### src/rtl/button_debouncer.sv
// Input conditioning for a raw asynchronous level: two-flop synchroniser followed
// by a confirm/stable FSM that only accepts a new level after STABLE_CYCLES samples.
module button_debouncer #(
  parameter int unsigned STABLE_CYCLES = 4,
  parameter int unsigned CNT_W         = 3
) (
  input  logic clk,
  input  logic rst,
  input  logic raw_in,
  output logic level_out,
  output logic rise_pulse,
  output logic fall_pulse
);

  typedef enum logic [1:0] {
    STABLE_LO  = 2'd0,
    CONFIRM_HI = 2'd1,
    STABLE_HI  = 2'd2,
    CONFIRM_LO = 2'd3
  } state_t;

  localparam logic [CNT_W-1:0] CNT_LAST = CNT_W'(STABLE_CYCLES - 1);

  logic         sync1;
  logic         sync_q;
  logic [CNT_W-1:0] cnt;
  state_t       state;

  always_ff @(posedge clk) begin
    if (rst) begin
      sync1  <= 1'b0;
      sync_q <= 1'b0;
    end else begin
      sync1  <= raw_in;
      sync_q <= sync1;
    end
  end

  // Pulses default low every edge so they can only ever last one cycle.
  always_ff @(posedge clk) begin
    if (rst) begin
      state      <= STABLE_LO;
      cnt        <= '0;
      level_out  <= 1'b0;
      rise_pulse <= 1'b0;
      fall_pulse <= 1'b0;
    end else begin
      rise_pulse <= 1'b0;
      fall_pulse <= 1'b0;
      case (state)
        STABLE_LO: begin
          if (sync_q) begin
            state <= CONFIRM_HI;
            cnt   <= CNT_W'(1);
          end
        end
        CONFIRM_HI: begin
          if (!sync_q) begin
            state <= STABLE_LO;
            cnt   <= '0;
          end else if (cnt == CNT_LAST) begin
            state      <= STABLE_HI;
            level_out  <= 1'b1;
            rise_pulse <= 1'b1;
            cnt        <= '0;
          end else begin
            cnt <= cnt + CNT_W'(1);
          end
        end
        STABLE_HI: begin
          if (!sync_q) begin
            state <= CONFIRM_LO;
            cnt   <= CNT_W'(1);
          end
        end
        CONFIRM_LO: begin
          if (sync_q) begin
            state <= STABLE_HI;
            cnt   <= '0;
          end else if (cnt == CNT_LAST) begin
            state      <= STABLE_LO;
            level_out  <= 1'b0;
            fall_pulse <= 1'b1;
            cnt        <= '0;
          end else begin
            cnt <= cnt + CNT_W'(1);
          end
        end
        default: begin
          state     <= STABLE_LO;
          cnt       <= '0;
          level_out <= 1'b0;
        end
      endcase
    end
  end

endmodule

### config.mk
export PLATFORM = sky130hd
export DESIGN_NAME = button_debouncer
export DESIGN_NICKNAME = d
export VERILOG_FILES = /design/src/rtl/button_debouncer.sv
export SDC_FILE = /design/constraint.sdc
export NUM_CORES = 1
export LEC_CHECK = 0
export BUFFER_PORTS_ARGS = -buffer_cell sky130_fd_sc_hd__buf_2
export CAP_MARGIN = 20
export CELL_PAD_IN_SITES_DETAIL_PLACEMENT = 1
export CELL_PAD_IN_SITES_GLOBAL_PLACEMENT = 1
export CORE_AREA = 2 2 39 41
export CTS_CLUSTER_SIZE = 20
export DETAILED_ROUTE_END_ITERATION = 8
export DIE_AREA = 0 0 41 43
export HOLD_SLACK_MARGIN = 0.02
export PLACE_DENSITY_LB_ADDON = 0.3
export SYNTH_ARGS = -nofsm -noshare
export SYNTH_HDL_FRONTEND = slang
export SYNTH_SLANG_ARGS = --single-unit
### constraint.sdc
create_clock -name clk -period 3.05 [get_ports clk]
set_clock_uncertainty 0.15 [all_clocks]
set_input_delay 0.1525 -clock clk [delete_from_list [all_inputs] [get_ports clk]]
set_output_delay 0.1525 -clock clk [all_outputs]
set_load 0.02 [all_outputs]
==> out/summary.txt <==
status = finished, final reports clean
EDFF count, synth = 0
Hold Slack = 58.8 ps
fillers = 165
Sequential Power Share = 56.4%
M1 GR Usage = 14.6%
Worst-Margin Slew = 298 ps
Congestion Overflow GR = 0
R2R Path End = cnt[2]
CTS max path bufs = 2
GRT Total Usage = 12.8%
post-synthesis average cell area = 11.2 µm²
Worst EP arrival = 1450 ps
Worst R2R Setup Slack = 1650 ps
clk slew on worst S/H paths = 60 ps
mapped cell area = 424 µm²
Async SR Flop Fraction = 0%
Max VDD drop = 0.246 mV
Placed Instance Area = 447 µm²
Sw Share = 23.2%
RSZ-0062 raised after global routing = false
initial antenna violation count = 0
Fmax = 0.713 GHz
largest net degree at the start of global routing = 12
Area growth syn-to-layout = 13.0%
layout cells sized above 1 = 28.9%
H-Tree Depth = 1
die extent in x = 41 µm
cell count after placement = 57
post_cts resized = 0
Final period util = 46.0%
max_slew headroom = 80.1%
CTS tree = done
Most used DFF post-synth = dfxtp_1
fin area = 479 µm²
top cell type's share of synthesized area = 47.2%
cell with the most instances after synthesis = dfxtp_1
total wire length = 794 µm
post-synthesis cell type count = 22
CP Capture Type = flip-flop
ANT nets after route = 0
diode count = 0
end of the critical path = cnt[2]
I/O Buffers = 5
fin nets = 51
Setup TNS = 0 ps
Hold Path Origin = rst
Clock Sinks = 10
Initial DRC Count = 4
via/cell ratio = 4.97
Leak = 0.182 nW
Yosys reg bits = 10
WL/cell = 13.0 µm
final setup fails = 0
Die Area = 1760 µm²
global route hottest layer = met2
Area contributors post-synth = dfxtp_1 (47%), buf_6 (5.3%), nor4b_1 (4.1%)
final max-slew violation count = 0
clock power share = 35.6%
synth warn = 0
IO Count = 6
RD Place Congestion = 0.694
cell accounting for the most synthesized area = dfxtp_1
Num CTS Buffers = 3
dpl hpwl = 578 µm
Worst Path Max Fanout = 6
clk_lat worst skew = 260 ps
Initial Util = 30.7%
Final min period = 1400 ps
syn nets = 42
FF-to-FF path depth = 3
Tot Pwr = 0.248 mW
Die Y = 43 µm
core area = 1380 µm²
GRT met3 Usage = 4.71%
critical path class = flip-flop to flip-flop
DRT Pass-1 Iters = 3
Mapped Cells = 38
Required @ worst endpoint = 3100 ps
max-capacitance violation count = 0
sw power = 0.0576 mW
endpoints failing hold = 0
clk root buf = clkbuf_4
Non-Filler Instances = 61
CP Launch Type = flip-flop
HP Class = input port to flip-flop
Power Density = 518 nW/µm²
Rows = 14
DRC Markers = 0
met2 Track Usage GR = 18.1%
Int Pwr = 0.190 mW
first-pass GRT wire length = 1.43 mm
Gate power share = 8.1%
Commonest cells post-synth = dfxtp_1 (10), a21oi_1 (3)
total number of vias = 303
vias in the first global route = 326
sequential area share after synthesis = 47.2%
## flip-flops by register name (all words and copies together) (netlist names), named ones only
| register | flops |
|---|---|
| cnt | 3 |
| fall_pulse | 1 |
| level_out | 1 |
| rise_pulse | 1 |
| state | 1 |
| sync1 | 1 |
| sync_q | 1 |
## through the flow
stage                     worst slack, ps  util [%]
after floorplan                      1770         -
after global placement               1700      32.3
after detailed placement             1660      32.3
after CTS                            1650      34.6
after global routing                 1580      34.6
final                                1650      34.6
## worst max-delay path, stage by stage (launching register included)
cell and delay [ps]:
dfxtp_1 490, xor2_2 230, mux2_4 320, nor3b_2 140
## power groups by stage
| stage | Combinational, mW | Clock (mW) | Sequential (mW) |
|---|---|---|---|
| after floorplan | 0.0141 | 0 | 0.144 |
| after global placement | 0.0186 | 0 | 0.142 |
| after detailed placement | 0.0195 | 0 | 0.143 |
| after CTS | 0.0205 | 0.0914 | 0.140 |
| after global routing | 0.0222 | 0.0975 | 0.140 |
| final | 0.0201 | 0.0882 | 0.140 |
## placed cells by master (no fill, tap or decap), types with 2 or more instances in the layout
master	Yosys	final
dfxtp_1	10	10
buf_2	0	5
a21oi_1	3	3
clkbuf_4	0	3
nand2_1	2	2
nand3b_1	2	2
nor2b_1	2	2
nor4b_1	2	2
## worst min-delay path by stage
| stage | to | slack (ps) | cells after the start |
|---|---|---|---|
| 2_1_floorplan | sync1 | 130 | 1 |
| 3_3_place_gp | sync1 | 220 | 2 |
| 3_5_place_dp | sync1 | 220 | 2 |
| 4_1_cts | flip-flop | 60 | 2 |
| 5_1_grt | cnt[2] | 70 | 2 |
| 6_report | flip-flop | 60 | 2 |
## layer usage
metal / part of all wire (%) / vias up
met4: 3.7 / 0
met2: 50 / 6
met1: 42 / 142
li1: - / 151
met5: 0 / -
met3: 4.0 / 4
## logic make-up (layout without fill, tap and decap cells)
logic type	after synthesis	count (layout)	synth area share, %
AND/OR/NAND/NOR	14	14	22.4
flip-flops	10	10	47.2
AO/OA/AOI/OAI	7	7	11.8
buffers and inverters	3	10	6.19
XOR/XNOR	2	2	5.90
adder cells (fa/ha/maj)	1	1	2.95
multiplexers	1	1	3.54
## layout make-up
cell class,count,area (µm²),area share [%]
clock buffer,3,22.5,4.70
multi-input combinational,25,198,41.3
tap,16,20.0,4.18
sequential,10,200,41.8
inverter,1,3.75,0.783
timing repair buffer,6,35.0,7.31
## timing repair
action                                 CTS  global route
hold buffers                             1             0
endpoints found under the hold margin    1             0
setup buffers                            0             0
No activity file was read; power rests on OpenSTA's default activity.
